--- src/rtl/counter_load_ctrl.sv ---
// counter_load_ctrl: sequencer for a loadable up-counter. It accepts presets from a host,
// loads the counter, and on terminal count either stops (one-shot) or reloads (auto-reload).
// It also keeps a saturating tally of completed periods.
module counter_load_ctrl #(
  parameter int unsigned         WIDTH    = 4,
  parameter logic [WIDTH-1:0]    TERMINAL = {WIDTH{1'b1}},
  parameter int unsigned         WRAP_W   = 8
) (
  input  logic              Clk,
  input  logic              Rst,
  input  logic [WIDTH-1:0]  Preset,
  input  logic              PresetValid,
  output logic              PresetReady,
  input  logic              AutoReload,
  input  logic              Abort,
  input  logic [WIDTH-1:0]  CountIn,
  output logic [WIDTH-1:0]  DataIn,
  output logic              Load,
  output logic              Busy,
  output logic              Done,
  output logic [WRAP_W-1:0] WrapCount
);

  typedef enum logic [1:0] {IDLE, LOAD, RUN} state_t;

  state_t             state;
  state_t             state_next;
  logic [WIDTH-1:0]   shadow;
  logic [WIDTH-1:0]   pend;
  logic               pend_valid;
  logic               mode;
  logic               done;
  logic [WRAP_W-1:0]  wrap;
  logic               term;
  logic               accept;

  assign term   = (state == RUN) && (CountIn == TERMINAL);
  assign accept = PresetValid && PresetReady;

  // State register
  always_ff @(posedge Clk) begin
    if (Rst) state <= IDLE;
    else     state <= state_next;
  end

  // Next state, handshake ready and counter load strobe
  always_comb begin
    state_next  = state;
    PresetReady = 1'b0;
    Load        = 1'b0;
    case (state)
      IDLE: begin
        PresetReady = ~Rst;
        if (accept) state_next = LOAD;
      end
      LOAD: begin
        Load       = ~Abort & ~Rst;
        state_next = Abort ? IDLE : RUN;
      end
      RUN: begin
        PresetReady = ~pend_valid & ~Abort & ~Rst;
        Load        = term & mode & ~Abort & ~Rst;
        if (Abort)             state_next = IDLE;
        else if (term && !mode) state_next = IDLE;
      end
      default: state_next = IDLE;
    endcase
  end

  // Shadow/pending presets, mode, period tally and done pulse
  always_ff @(posedge Clk) begin
    if (Rst) begin
      shadow     <= '0;
      pend       <= '0;
      pend_valid <= 1'b0;
      mode       <= 1'b0;
      done       <= 1'b0;
      wrap       <= '0;
    end else begin
      done <= 1'b0;
      case (state)
        IDLE: begin
          if (accept) begin
            shadow <= Preset;
            mode   <= AutoReload;
            wrap   <= '0;
          end
        end
        LOAD: begin
          if (Abort) pend_valid <= 1'b0;
        end
        RUN: begin
          if (Abort) begin
            pend_valid <= 1'b0;
          end else begin
            // A preset taken alongside a reload waits for the next terminal
            if (accept) begin
              pend       <= Preset;
              pend_valid <= 1'b1;
            end
            if (term) begin
              if (wrap != {WRAP_W{1'b1}}) wrap <= wrap + WRAP_W'(1);
              if (mode) begin
                if (pend_valid) begin
                  shadow     <= pend;
                  pend_valid <= 1'b0;
                end
              end else begin
                done       <= 1'b1;
                pend_valid <= 1'b0;
              end
            end
          end
        end
        default: ;
      endcase
    end
  end

  assign DataIn    = shadow;
  assign Busy      = (state != IDLE);
  assign Done      = done;
  assign WrapCount = wrap;

endmodule

--- config.mk ---
export PLATFORM = sky130hd
export DESIGN_NAME = counter_load_ctrl
export DESIGN_NICKNAME = d
export VERILOG_FILES = /design/src/rtl/counter_load_ctrl.sv
export SDC_FILE = /design/constraint.sdc
export NUM_CORES = 1
export LEC_CHECK = 0
export ABC_CLOCK_PERIOD_IN_PS = 3450
export CORE_UTILIZATION = 48
export DETAILED_ROUTE_END_ITERATION = 16
export GPL_ROUTABILITY_DRIVEN = 0
export MAX_ROUTING_LAYER = met4
export PLACE_DENSITY = 0.89
export SLEW_MARGIN = 20
export SYNTH_ARGS = -nofsm -noshare
export SYNTH_HDL_FRONTEND = slang
export SYNTH_SLANG_ARGS = --single-unit
--- constraint.sdc ---
create_clock -name Clk -period 3.45 [get_ports Clk]
set_clock_uncertainty 0.05 [all_clocks]
set_input_delay 1.035 -clock Clk [delete_from_list [all_inputs] [get_ports Clk]]
set_output_delay 1.035 -clock Clk [all_outputs]
set_load 0.005 [all_outputs]
* Word-level counts from Yosys, hierarchy flattened
Cells that the tools add are included.
** Cells by class
- Add/sub/neg operators :: 1
- Equal/unequal tests :: 12
- Multiplexer cells :: 26
- Bitwise gates (word level) :: 11
- Reduce and logical (&&, ||, !) cells :: 15
** Operators with widths (number)
- two-way mux 8 bit :: 4
- two-way mux 4 bit :: 5
- case mux 8 bit (2 select lines) :: 1
- != test 2 bit (second input constant) :: 6
- adder 8 x 1 -> 8 bit (second input constant) :: 1
- two-way mux 2 bit :: 4
- != test 8 bit (second input constant) :: 1
- case mux 4 bit (2 select lines) :: 1
- two-way mux 1 bit :: 7
- bitwise AND 1 bit :: 6
- case mux 1 bit (2 select lines) :: 3
- case mux 2 bit (3 select lines) :: 1
- AND reduction 2 bit :: 3
- AND reduction 6 bit :: 1
- nonzero test 2 bit :: 3
- NOT 1 bit :: 5
- AND reduction 5 bit :: 1
- equality test 4 bit (second input constant) :: 1
- OR reduction 4 bit :: 1
- logical AND 1 bit :: 3
- != test 3 x 2 -> 1 bit (second input constant) :: 1
- AND reduction 3 bit :: 1
- equality test 2 x 1 -> 1 bit (second input constant) :: 1
- equality test 2 bit (second input constant) :: 1
- 3 further kinds :: 3
** Word-level totals
- Register bits :: 21
- Input port bits :: 13
- Output and inout port bits :: 16
- Word-level logic and storage cells :: 72

* Depth between registers and ports, before layout
Gate-level depths: netlist of run 1.
- Depth in word-level cells :: 11
- Gate-level depth with buffers :: 8
- Mapped depth without buffers :: 6

* Least setup slack after synthesis of run 1
OpenSTA, ideal clock, no wires.
- Path type :: input to output
- From :: in CountIn[2]
- To :: out Load
- Arrival :: 1.530 ns
- Required time :: 2.365 ns
- Path slack :: 0.835 ns
- Stages :: 3
- Buffers on the path :: 0
- Cells stage by stage :: nand4_1 o21ai_0 and3_1
** On the way
- Cells in the longest elaborated chain, start to end :: 6
** RTL lines
- from (decl) :: line 16 : input logic [WIDTH-1:0] CountIn,
- equality test 4 bit :: line 37 : assign term = (state == RUN) && (CountIn == TERMINAL);
- logical AND 1 bit :: line 37
- bitwise AND 1 bit (3 in series) :: line 62 : Load = term & mode & ~Abort & ~Rst;
- case mux 1 bit (2 select lines) :: line 51 : case (state)
- to (decl) :: line 18 : output logic Load,
Every way passes these cells.

* Worst setup path in the final report of run 1
- From :: in Rst
- To :: out PresetReady
** On the way
- Cells in the longest elaborated chain, start to end :: 3
** RTL lines
- from (decl) :: line 10 : input logic Rst,
- NOT 1 bit (*) :: line 53, 61
- bitwise AND 1 bit :: line 61 : PresetReady = ~pend_valid & ~Abort & ~Rst;
- case mux 1 bit (2 select lines) (*) :: line 51
- to (decl) :: line 13 : output logic PresetReady,
Every way passes the cells marked *; elsewhere a longest branch is shown, timed or not.

==> flow_metrics.tcl, run 1 <==
set metrics [dict create \
    die_w_um 52.0 \
    cp-end-kind "output pin" \
    ys_seq_elements 21 \
    hp-start "WrapCount[6]" \
    synth_edf_count 0 \
    clk_path_buf_depth 2 \
    die_area_mm2 0.00271 \
    status "finished clean" \
    peakVddDrop_mv 0.396 \
    wl_per_cell_um 14.8 \
    setup.worst_path.class "input pin to output pin" \
    ant_nets 0 \
    final_area_mm2 0.00155 \
    timing.rr.end "WrapCount[4]" \
    worst-path-max-fanout 2 \
    final_common_cell "clkdlybuf4s50_1" \
    hold_viol_final 0 \
    avgSynthCellArea_um2 8.77 \
    cp.required_ns 2.36 \
    clkLatencyLatePin_ns 0.31 \
    period_share 0.965 \
    wl_met2_mm 1.52 \
    post_cts_buffers 0 \
    synth_fp_nets 154 \
    cap_violations 0 \
    rows 17 \
    top_layer_used "met4" \
    area.growth.synth_to_final_pct 29.3 \
    nets 187 \
    synthDistinctLibCells 40 \
    cts_made_buffers 3 \
    rsz0062_at_grt "false" \
    finalMaxSlewViolations 0 \
    min_period_ns 3.33 \
    seq_area_frac_synth 0.350 \
    io_buffers 28 \
    drt-met1-wl_mm 1.20 \
    clock-sinks 21 \
    die_y_um 52.0 \
    antenna_found_initial 0 \
    dp_hpwl_mm 2.18 \
    ios 29 \
    setup_viol 0 \
    r2r_cells 7 \
    synth_warnings 0 \
    antennaDiodeCount 0 \
    coreArea_mm2 0.00228 \
    layout-drive-gt1-share 0.101 \
    relSlewSlack 0.649 \
    grt_pass1_wl_mm 4.84 \
    dp.cells 193 \
    drt_wl_total_mm 2.91 \
    place_area_mm2 0.00153 \
    drt-vias-per-instance 5.97 \
    stdcell_count 197 \
    grt_pass1_vias 1137 \
    hp-class "flip-flop to flip-flop" \
    pre_cts_slack_ns -0.109 \
    hold_depth 2 \
    reg2reg_slack_ns 1.19 \
    grt_max_degree 18 \
    start_util 0.528 \
    num_vias 1177 \
    rr_startpoint "state[0]" \
    cts_tree "built" \
    drtIter0Drc 27 \
    final_cell_mix "clkdlybuf4s50_1, dfxtp_1, nor2_1" \
    post-route-drc-count 0 \
    layout_setup_ws_ns 0.121 \
    hold_buffers 0 \
    worst-slew-pin-transition_ns 0.527 \
    cts_resized 3 \
    htreeDepth 1 \
    cp.arrival_ns 2.24 \
    clk_pin_slew_ns 0.13 \
    track_usage 0.249 \
    drt_first_pass_iters 4 \
    synth_cells 137 \
    dominantRegCellSynth "dfxtp_1" \
    start_kind "input pin" \
    gr-total-overflow 0 \
    max_freq_mhz 300 \
    power.total_mw 0.507 \
    netlist_area_mm2 0.00120 \
    wl_met3_um 160 \
    p_leak_nw 0.600 \
    synthArstFlopShare 0 \
    p_per_area_mw_per_mm2 326 \
    holdPathEnd "WrapCount[6]" \
    root_buffer "clkbuf_4" \
]
[kinds of logic after synthesis]
kind of cell,after synthesis,synth area share
multiplexers,10,0.0833
flip-flops,21,0.350
AO/OA/AOI/OAI,38,0.225
adder cells (fa/ha/maj),4,0.0417
buffers and inverters,16,0.0708
AND/OR/NAND/NOR,48,0.229
[final cells by class]
class	instances	area, µm²
clock buffers	3	22.5
well taps	28	35.0
fillers	184	723
multi-input cells	100	696
inverters	7	26.3
flip-flops and latches	21	420
repair buffers	37	345
clock inverters	1	7.51
[metrics by stage]
| stage | util | hold slack [ns] | setup TNS (ns) |
|---|---|---|---|
| after floorplan | - | 0.410 | 0 |
| after global placement | 0.670 | 0.426 | -0.175 |
| after detailed placement | 0.670 | 0.436 | -0.188 |
| after CTS | 0.682 | 0.454 | 0 |
| after global routing | 0.682 | 0.484 | 0 |
| final | 0.682 | 0.458 | 0 |
[synth_stat cells (all sizes together), types with 4 or more instances]
master	number	area (µm²)
a21boi	4	30.0
a21oi	6	30.0
a311oi	4	35.0
and4	6	55.1
buf	5	43.8
clkbuf	4	15.0
dfxtp	21	420
ha	4	50.1
inv	7	26.3
mux2i	10	100
nand2	8	30.0
nand3	5	25.0
nor2	11	41.3
o21ai	6	30.0
o31ai	4	30.0
[worst max path at each step]
stage / end / from / slack [ns]
after floorplan: Load / CountIn[2] / 0.83
after global placement: Load / CountIn[2] / -0.09
after detailed placement: Load / CountIn[3] / -0.11
after CTS: PresetReady / Rst / 0.11
after global routing: PresetReady / Abort / 0.02
final: PresetReady / Rst / 0.12
[power breakdown]
part	total [mW]	leakage, nW	internal (mW)	switching (mW)
sequential	0.261	0.171	0.254	0.00776
combinational	0.121	0.415	0.0615	0.0593
clock	0.125	0.0139	0.0442	0.0804
total	0.507	0.600	0.359	0.147
[state kept, by name, summed over array words and instances, names as in the netlist]
| register | flops |
|---|---|
| DataIn | 4 |
| pend_valid | 1 |
| Done | 1 |
| pend | 4 |
| state | 2 |
| WrapCount | 8 |
| mode | 1 |
[per-layer routing]
| metal | up-vias | global-route usage |
|---|---|---|
| met5 | - | - |
| met2 | 42 | 0.457 |
| met3 | 4 | 0.0643 |
| met1 | 553 | 0.260 |
| met4 | 0 | 0.0676 |
| li1 | 578 | - |
[worst max-delay path: stages]
cell and delay (ns):
clkdlybuf4s50_1 0.46, buf_4 0.16, nor2_1 0.09, clkdlybuf4s50_1 0.50
Note: power is estimated with default switching activity, not from simulation.
==> inputs of run 2 (changes only) <==
--- a/config.mk
+++ b/config.mk
@@ -6,12 +6,13 @@
 export NUM_CORES = 1
 export LEC_CHECK = 0
 export ABC_CLOCK_PERIOD_IN_PS = 3450
-export CORE_UTILIZATION = 48
+export CORE_UTILIZATION = 52
 export DETAILED_ROUTE_END_ITERATION = 16
 export GPL_ROUTABILITY_DRIVEN = 0
 export MAX_ROUTING_LAYER = met4
-export PLACE_DENSITY = 0.89
+export PLACE_DENSITY = 0.94
 export SLEW_MARGIN = 20
 export SYNTH_ARGS = -nofsm -noshare
 export SYNTH_HDL_FRONTEND = slang
 export SYNTH_SLANG_ARGS = --single-unit
+export TNS_END_PERCENT = 5
==> run 2 against run 1 <==
Final area up 0.81%. Maximum frequency up 0.56%. Sequential share of layout area decreased by 0.22 points. First-iteration DRC count fell by 19%. Hold slack got worse by 0.0028 ns. Sequential power is essentially flat. Setup slack better by 0.019 ns. Combinational power barely moved. Largest power group unchanged. Highest routed layer is now met3.
==> flow_metrics.tcl, run 2 (synthesis gave the netlist of run 1 again) <==
set metrics [dict create \
    status "finished clean" \
    drt_first_pass_iters 4 \
    clockPowerShare 0.237 \
    die_y_um 50.1 \
    antennaDiodeCount 0 \
    finalMaxSlewViolations 0 \
    peakVddDrop_mv 0.239 \
    antenna_found_initial 0 \
    ios 29 \
    root_buffer "clkbuf_4" \
    p_sw_mw 0.140 \
    layout-drive-gt1-share 0.112 \
    grt_max_degree 17 \
    internal_power_mw 0.360 \
    setup_viol 0 \
    ant_nets 0 \
    p_comb_frac 0.240 \
    cts_made_buffers 3 \
    stdcell_count 198 \
    drt_wl_total_mm 2.72 \
    drtIter0Drc 22 \
    multiInputGateArea_um2 703 \
    clk_pin_slew_ns 0.12 \
    cap_violations 0 \
    final_common_cell "clkdlybuf4s50_1" \
    relSlewSlack 0.634 \
    drt-vias-per-instance 5.82 \
    p_per_area_mw_per_mm2 319 \
    setup.worst_path.class "input pin to output pin" \
    netSwitchingFraction 0.281 \
    power.total_mw 0.500 \
    min_period_ns 3.31 \
    tns_ns 0 \
    reg2reg_slack_ns 1.14 \
    num_vias 1153 \
    area.growth.synth_to_final_pct 30.3 \
    io_buffers 28 \
    max_freq_mhz 302 \
    start_util 0.548 \
    r2r_cells 7 \
    cp.arrival_ns 2.23 \
    register_area_um2 420 \
    die_area_mm2 0.00251 \
    start_kind "input pin" \
    seq_power_share 0.523 \
    clk_path_buf_depth 2 \
    gr-total-overflow 0 \
    rows 17 \
    layout_setup_ws_ns 0.140 \
    dp_hpwl_mm 2.06 \
    period_share 0.960 \
    hold_depth 2 \
    clkLatencyLatePin_ns 0.30 \
    p_leak_nw 0.614 \
    final_cell_mix "clkdlybuf4s50_1, dfxtp_1, nor2_1" \
    cts_tree "built" \
    wl_per_cell_um 13.7 \
    pre_cts_slack_ns -0.0979 \
    hold_viol_final 0 \
    track_usage 0.255 \
    die_w_um 50.1 \
    cp-end-kind "output pin" \
    dp.cells 193 \
    post-route-drc-count 0 \
    cp.required_ns 2.36 \
    hold_buffers 0 \
    htreeDepth 1 \
    final_core_util 0.714 \
    grt_pass1_vias 1155 \
    worst-slew-pin-transition_ns 0.549 \
    fillers 175 \
    coreArea_mm2 0.00219 \
    grt_pass1_wl_mm 4.91 \
    worst-path-max-fanout 2 \
    nets 188 \
    rsz0062_at_grt "false" \
    clock-sinks 21 \
    largest_reg_flops 8 \
    hp-class "flip-flop to flip-flop" \
]
[run 2: stage by stage]
stage / cell area [µm²] / hold slack, ns
after floorplan: 1200 / 0.410
after global placement: 1530 / 0.419
after detailed placement: 1530 / 0.437
after CTS: 1570 / 0.456
after global routing: 1570 / 0.485
final: 1570 / 0.456
[run 2: per-layer routing]
layer | GRT usage | vias up | routed length [µm]
li1 | - | 583 | -
met1 | 0.311 | 539 | 1210
met2 | 0.451 | 31 | 1410
met3 | 0.0370 | 0 | 105
met4 | 0.0286 | 0 | 0
met5 | - | - | 0
[run 2: power by group through the flow]
stage	clock network, mW	logic, mW	registers [mW]
2_1_floorplan	0	0.0666	0.266
3_3_place_gp	0	0.113	0.266
3_5_place_dp	0	0.118	0.266
4_1_cts	0.125	0.120	0.261
5_1_grt	0.132	0.132	0.263
6_report	0.119	0.120	0.261
[run 2: timing repair]
action / in CTS / in global routing
buffers inserted: 1 / 0
resized for setup: 4 / 0
endpoints found under the setup margin: 2 / 0
[run 2: cell type report]
type                       count  share of cell area
timing repair buffer          38               0.225
clock inverter                 1             0.00320
inverter                       7              0.0168
tap                           28              0.0224
clock buffer                   3              0.0144
sequential                    21               0.269
multi-input combinational    100               0.449
[run 2: path summary, 6_finish.rpt]
check / startpoint / endpoint
setup / recovery: Rst / PresetReady
setup reg to reg: state[0] / WrapCount[3]
hold reg to reg: WrapCount[6] / WrapCount[6]
hold / removal: WrapCount[6] / WrapCount[6]
[run 2: critical path, stage by stage]
cell             delay [ns]
clkdlybuf4s50_1        0.44
buf_4                  0.15
nor2_1                 0.09
clkdlybuf4s50_1        0.50
==> inputs of run 3 (changes only) <==
--- a/config.mk
+++ b/config.mk
@@ -6,11 +6,12 @@
 export NUM_CORES = 1
 export LEC_CHECK = 0
 export ABC_CLOCK_PERIOD_IN_PS = 3450
-export CORE_UTILIZATION = 52
+export CORE_MARGIN = 10
+export CORE_UTILIZATION = 45
 export DETAILED_ROUTE_END_ITERATION = 16
 export GPL_ROUTABILITY_DRIVEN = 0
 export MAX_ROUTING_LAYER = met4
-export PLACE_DENSITY = 0.94
+export PLACE_DENSITY = 0.85
 export SLEW_MARGIN = 20
 export SYNTH_ARGS = -nofsm -noshare
 export SYNTH_HDL_FRONTEND = slang
==> run 3 against run 2 <==
Critical path depth rose by 1. Via count rose by 2.5%. Maximum frequency rose by 1.4%. Power rose by 0.55%.
==> flow_metrics.tcl, run 3 (synthesis gave the netlist of run 1 again) <==
set metrics [dict create \
    tns_ns 0 \
    post-route-drc-count 0 \
    ios 29 \
    largest_reg_flops 8 \
    antennaDiodeCount 0 \
    drtIter0Drc 75 \
    gr-total-overflow 0 \
    relSlewSlack 0.643 \
    hold_viol_final 0 \
    drt_wl_total_mm 3.03 \
    clock-sinks 21 \
    layout-drive-gt1-share 0.100 \
    final_common_cell "clkdlybuf4s50_1" \
    worst-path-max-fanout 2 \
    peakVddDrop_mv 0.251 \
    finalMaxSlewViolations 0 \
    p_leak_nw 0.616 \
    period_share 0.946 \
    status "finished clean" \
    start_kind "input pin" \
    num_vias 1182 \
    track_usage 0.123 \
    dp_hpwl_mm 2.38 \
    power.total_mw 0.502 \
    fillers 223 \
    drt_first_pass_iters 4 \
    grt_pass1_vias 1185 \
    p_per_area_mw_per_mm2 322 \
    root_buffer "clkbuf_4" \
    cp.arrival_ns 2.18 \
    die_y_um 71.7 \
    cap_violations 0 \
    max_freq_mhz 306 \
    setup_viol 0 \
    multiInputGateArea_um2 696 \
    grt_max_degree 18 \
    worst-slew-pin-transition_ns 0.535 \
    area.growth.synth_to_final_pct 30.1 \
    min_period_ns 3.26 \
    cts_tree "built" \
    nets 188 \
    htreeDepth 1 \
    final_cell_mix "clkdlybuf4s50_1, dfxtp_1, nor2_1" \
    io_buffers 28 \
    rsz0062_at_grt "false" \
    cp-end-kind "output pin" \
    antenna_found_initial 0 \
    drt-vias-per-instance 5.91 \
    grt_pass1_wl_mm 5.25 \
    rows 18 \
    clk_path_buf_depth 2 \
    start_util 0.476 \
    coreArea_mm2 0.00252 \
    cts_made_buffers 3 \
    die_w_um 71.7 \
    clkLatencyLatePin_ns 0.31 \
    hp-class "flip-flop to flip-flop" \
    die_area_mm2 0.00514 \
    post_cts_buffers 0 \
    clk_pin_slew_ns 0.11 \
    cp.required_ns 2.36 \
    setup.worst_path.class "input pin to output pin" \
    ant_nets 0 \
    whs_ns 0.458 \
    wl_per_cell_um 15.2 \
    register_area_um2 420 \
]
[run 3: path summary, 6_finish.rpt]
check,start,endpoint,slack (ns),cells after the start
max,CountIn[3],Load,0.19,5
min,state[1],state[1],0.46,2
max reg2reg,state[0],WrapCount[7],1.10,7
min reg2reg,state[1],state[1],0.46,2
[run 3: routing by layer]
| layer | wire length, µm | GRT usage | part of all wire |
|---|---|---|---|
| met5 | 0 | - | 0 |
| met4 | 40 | 0.0387 | 0.013 |
| met3 | 181 | 0.0413 | 0.060 |
| met2 | 1570 | 0.218 | 0.52 |
| met1 | 1240 | 0.123 | 0.41 |
[run 3: repair_timing]
action / CTS / global route
resized for setup: 1 / 1
hold buffers: 0 / 0
endpoints found under the setup margin: 1 / 1
[run 3: layout make-up]
cell class,count,share of cell area
multi-input combinational,100,0.445
sequential,21,0.269
timing repair buffer,38,0.228
tap,30,0.0240
clock buffer,4,0.0168
inverter,7,0.0168
[run 3: critical path: stages]
cell and delay, ns:
clkdlybuf4s50_1 0.49, nand4_1 0.12, o21ai_0 0.14, and3_1 0.16, dlygate4sd2_1 0.23
[run 3: power breakdown]
group	internal [mW]	switching, mW	total (mW)	leakage [nW]
combinational	0.0621	0.0569	0.119	0.431
sequential	0.254	0.00819	0.262	0.171
clock	0.0452	0.0766	0.122	0.0150
[run 3: through the flow]
step / area (µm²) / std cells / worst slack, ns / util
after global routing: 1560 / 200 / 0.124 / 0.620
after CTS: 1560 / 200 / 0.0103 / 0.619
after floorplan: 1200 / 137 / 0.835 / -
after global placement: 1540 / 196 / -0.0625 / 0.609
after detailed placement: 1540 / 196 / -0.0783 / 0.609
final: 1560 / 200 / 0.186 / 0.620
